===== src/rtl/stream_demux_pkg.sv =====
// Shared types and constants for the 1-to-2 stream demultiplexer.
// The packet-lock FSM states are only used when STREAM_DEMUX_PKT_LOCK_EN is defined.
package stream_demux_pkg;

  localparam int DEFAULT_WIDTH = 8;

  typedef enum logic {
    IDLE   = 1'b0,
    LOCKED = 1'b1
  } state_t;

endpackage


===== src/rtl/stream_demux_reg_slice.sv =====
// One-entry valid/ready register stage (module stream_reg_slice).
// o_free is combinational: empty, or draining this cycle.
module stream_reg_slice #(
  parameter int W = 9
) (
  input  logic         clk,
  input  logic         rst,
  input  logic [W-1:0] i_data,
  input  logic         i_valid,
  output logic         o_free,
  output logic [W-1:0] o_data,
  output logic         o_valid,
  input  logic         i_ready
);

  logic         r_valid;
  logic [W-1:0] r_data;
  logic         w_load;

  assign o_free  = ~r_valid | i_ready;
  assign w_load  = i_valid & o_free;
  assign o_valid = r_valid;
  assign o_data  = r_data;

  always_ff @(posedge clk) begin
    if (rst) begin
      r_valid <= 1'b0;
      r_data  <= '0;
    end else if (w_load) begin
      r_valid <= 1'b1;
      r_data  <= i_data;
    end else if (i_ready) begin
      r_valid <= 1'b0;
    end
  end

endmodule


===== src/rtl/stream_demux_1to2.sv =====
// 1-to-2 stream demux with a register stage per output.
// Define STREAM_DEMUX_PKT_LOCK_EN to keep whole packets on one output.
module stream_demux_1to2
  import stream_demux_pkg::*;
#(
  parameter int WIDTH = DEFAULT_WIDTH
) (
  input  logic             clk,
  input  logic             rst,
  input  logic [WIDTH-1:0] in_data,
  input  logic             in_valid,
  output logic             in_ready,
  input  logic             in_sel,
  input  logic             in_last,
  output logic [WIDTH-1:0] out0_data,
  output logic             out0_valid,
  input  logic             out0_ready,
  output logic             out0_last,
  output logic [WIDTH-1:0] out1_data,
  output logic             out1_valid,
  input  logic             out1_ready,
  output logic             out1_last
);

  logic             w_sel;
  logic             w_free0;
  logic             w_free1;
  logic             w_acc;
  logic [WIDTH:0]   w_pl0;
  logic [WIDTH:0]   w_pl1;

`ifdef STREAM_DEMUX_PKT_LOCK_EN
  state_t r_state;
  logic   r_locked_sel;

  assign w_sel = (r_state == LOCKED) ? r_locked_sel : in_sel;

  always_ff @(posedge clk) begin
    if (rst) begin
      r_state      <= IDLE;
      r_locked_sel <= 1'b0;
    end else if (w_acc) begin
      unique case (r_state)
        IDLE: begin
          if (!in_last) begin
            r_state      <= LOCKED;
            r_locked_sel <= in_sel;
          end
        end
        LOCKED: begin
          if (in_last) r_state <= IDLE;
        end
        default: r_state <= IDLE;
      endcase
    end
  end
`else
  assign w_sel = in_sel;
`endif

  // Ready follows only the target stage, never in_valid.
  assign in_ready = ~rst & (w_sel ? w_free1 : w_free0);
  assign w_acc    = in_valid & in_ready;

  stream_reg_slice #(.W(WIDTH + 1)) u_slice0 (
    .clk     (clk),
    .rst     (rst),
    .i_data  ({in_last, in_data}),
    .i_valid (w_acc & ~w_sel),
    .o_free  (w_free0),
    .o_data  (w_pl0),
    .o_valid (out0_valid),
    .i_ready (out0_ready)
  );

  stream_reg_slice #(.W(WIDTH + 1)) u_slice1 (
    .clk     (clk),
    .rst     (rst),
    .i_data  ({in_last, in_data}),
    .i_valid (w_acc & w_sel),
    .o_free  (w_free1),
    .o_data  (w_pl1),
    .o_valid (out1_valid),
    .i_ready (out1_ready)
  );

  assign out0_data = w_pl0[WIDTH-1:0];
  assign out0_last = w_pl0[WIDTH];
  assign out1_data = w_pl1[WIDTH-1:0];
  assign out1_last = w_pl1[WIDTH];

endmodule


===== config.mk =====
export PLATFORM = sky130hd
export DESIGN_NAME = stream_demux_1to2
export DESIGN_NICKNAME = d
export VERILOG_FILES = /design/src/rtl/stream_demux_pkg.sv /design/src/rtl/stream_demux_reg_slice.sv /design/src/rtl/stream_demux_1to2.sv
export SDC_FILE = /design/constraint.sdc
export NUM_CORES = 1
export LEC_CHECK = 0
export ABC_AREA = 1
export CAP_MARGIN = 20
export CORE_UTILIZATION = 43
export DETAILED_ROUTE_END_ITERATION = 16
export GPL_ROUTABILITY_DRIVEN = 0
export GPL_TIMING_DRIVEN = 0
export PLACE_DENSITY = 0.81
export SETUP_SLACK_MARGIN = 0.3
export SLEW_MARGIN = 40
export SYNTH_ARGS = -nofsm -noshare
export SYNTH_HDL_FRONTEND = slang
export SYNTH_SLANG_ARGS = --single-unit

===== constraint.sdc =====
create_clock -name clk -period 2.3 [get_ports clk]
set_input_delay 0.575 -clock clk [delete_from_list [all_inputs] [get_ports clk]]
set_output_delay 0.575 -clock clk [all_outputs]
set_load 0.05 [all_outputs]

==> summary.md <==
| Metric | Value |
|---|---|
| Slew of the pin with the lowest slew margin | 0.5034 ns |
| Syn Inst Count | 114 |
| CTS tree | built |
| Slowest cell on crit path | dlygate4sd2_1 |
| Slew margin rel. | 0.6657 |
| Net Switching | 0.2293 mW |
| Post-route clock period utilization | 0.7971 |
| Ant diodes | 0 |
| Total gr overflow | 0 |
| Fmax | 0.5454 GHz |
| RSZ-0062 raised after global routing | false |
| ANT nets after route | 0 |
| Worst min-delay path class | flop to flop |
| Status | finished, final reports clean |
| Wire length per cell | 11.23 microns |
| Final Non-Filler Cells | 181 |
| Port bufs | 35 |
| Crit path max-delay family | buffers and inverters |
| Sw Ratio | 0.2780 |
| Syn_nets | 129 |
| Die footprint | 0.002109 sq mm |
| Pin count of the biggest net entering global routing | 13 |
| Vias | 855 |
| Comb pwr share | 0.204 |
| Cell depth of the worst setup path | 1 |
| Final TNS setup | 0 ns |
| Syn avg cell area | 7.277 sq um |
| Setup ws final | 0.4666 ns |
| Synth cell types | 14 |
| Core region area | 0.001764 sq mm |
| Later-pin clock latency in the skew report | 0.31 ns |
| Initial DRT Pass Iterations | 4 |
| Clk slew on worst S/H paths | 0.11 ns |
| Capturing element type of the critical path | primary output |
| CP startpoint kind | flop |
| Placed cell count | 174 |
| Worst Hold Depth | 2 |
| Layout cells sized above 1 | 0.1538 |
| Routed vias/inst | 4.724 |
| Delay of the slowest critical-path stage | 0.55 ns |
| DR DRC count | 0 |
| Clock Power Share | 0.350 |
| CP arrival | 1.26 ns |
| Yosys top cell area share | 0.4827 |
| Flop pwr share | 0.446 |
| Syn-to-layout area delta | 54.60% |
| Final WL | 2032 microns |
| Final setup vio count | 0 |
| Place WS | -0.8003 ns |
| Leak | 0.6873 nW |
| HPWL Detailed | 1378 microns |
| Crit Path Max Fanout | 3 |
| Pins over their slew limit | 0 |
| Setup Crit Path Kind | flop to primary output |
| Cts bufs inserted | 3 |
| Max-Cap Viols | 0 |
| Final min period | 1.833 ns |
| Register bit total from synthesis | 20 |
| Yosys top cell by area | dfxtp_1 |
| Crit path buffers/inverters | 1 |
| Worst path cell trace | dlygate4sd2_1 |
| Power Density | 643.1 mW/mm^2 |
| Top cells by area, synth | dfxtp_1, nor2_1, nand4_1 |
| H-tree lvl count | 1 |
| Root Driver | clkbuf_4 |
| P_int | 0.5955 mW |
| Skew final | 0.004251 ns |
| Initial DRC Count | 20 |
| Vias in the first global route | 745 |
| Worst path required time | 1.73 ns |
| CTS Sinks | 20 |
| # nets final | 172 |
| Worst R2R Path Depth | 8 |
| Starting density of the core | 0.4702 |
| FP Rows | 15 |
| GR Util All Layers | 0.2034 |
| Die W | 45.92 microns |
| Commonest non-fill, non-tap cell in the layout | nor2_1 |
| Die height | 45.92 microns |
| CTS Hold Buffers Added | 0 |
| VDD IR max | 0.0004012 V |
| Fin. Hold Viols | 0 |
| Hold_ws | 0.4873 ns |
| Initial antenna violation count | 0 |
| Sequential share of the synthesized area | 0.4827 |
| Synthesis warning total | 0 |
| Global-route wire length before repair | 3070 microns |
| Syn Std Cell Area | 829.5 sq um |
| I/O pin cnt | 36 |
| Most frequent cells in the layout | nor2_1, dlygate4sd2_1, dfxtp_1 |
| CTS Buffer Depth | 2 |
==> cell type report <==
| type | instances | area, sq um |
|---|---|---|
| clock buffers | 3 | 22.52 |
| plain buffers | 4 | 26.28 |
| multi-input cells | 76 | 367.9 |
| repair buffers | 38 | 351.6 |
| well taps | 25 | 31.28 |
| flip-flops and latches | 20 | 400.4 |
| clock inverters | 1 | 30.03 |
| fillers | 159 | 481.7 |
| inverters | 14 | 52.55 |
==> layer usage <==
layer | wire, microns | global-route usage
met1 | 919 | 0.2549
met2 | 987 | 0.3352
met3 | 100 | 0.02778
met4 | 23 | 0.1059
met5 | 0 | 0
==> through the flow <==
stage / instance area, sq um / utilization / power, mW
6_report: 1282 / 0.7270 / 0.8248
2_1_floorplan: 829.5 / - / 0.4810
3_3_place_gp: 1211 / 0.6865 / 0.5449
4_1_cts: 1266 / 0.7177 / 0.8230
3_5_place_dp: 1211 / 0.6865 / 0.5471
5_1_grt: 1282 / 0.7270 / 0.8516
==> cells in the mapped netlist <==
library cell,instances
a21oi_1,10
buf_4,1
clkbuf_1,1
clkbuf_4,2
dfxtp_1,20
inv_1,13
inv_2,1
nand2_1,12
nand3_1,2
nand4_1,9
nand4_2,2
nor2_1,39
nor2_2,1
nor2_4,1
==> power groups by stage <==
stage                     clock, mW  combinational [mW]  sequential (mW)
after floorplan                   0              0.0539            0.427
after global placement            0               0.169            0.376
after detailed placement          0               0.171            0.376
after CTS                     0.289               0.166            0.368
after global routing          0.301               0.181            0.370
final                         0.289               0.168            0.368
==> sequential cells by signal, summed over array words and instances (netlist names) <==
name,count
u_slice0.o_data,9
u_slice1.o_data,9
u_slice0.o_valid,1
u_slice1.o_valid,1
==> repair_timing <==
| action | CTS | global route |
|---|---|---|
| pin swaps | 1 | 2 |
| hold endpoints to repair | 0 | 0 |
| gates resized for setup | 31 | 10 |
| buffers inserted | 2 | 1 |
| setup endpoints to repair | 21 | 1 |
==> cells by family (layout without fill, tap and decap cells) <==
| group | Yosys count | in the layout | share of synthesized area |
|---|---|---|---|
| compound gates | 10 | 10 | 0.06033 |
| buf+inv | 18 | 60 | 0.09502 |
| flops | 20 | 20 | 0.4826 |
| simple gates | 66 | 66 | 0.3620 |
==> final timing paths <==
path	startpoint	endpoint	slack (ns)
setup / recovery	u_slice0.o_valid	out0_valid	0.47
hold / removal	u_slice0.o_data[0]	u_slice0.o_data[0]	0.49
hold reg to reg	u_slice0.o_data[0]	u_slice0.o_data[0]	0.49
setup reg to reg	u_slice0.o_valid	u_slice0.o_data[1]	1.02
No activity file was read; power rests on OpenSTA's default activity.
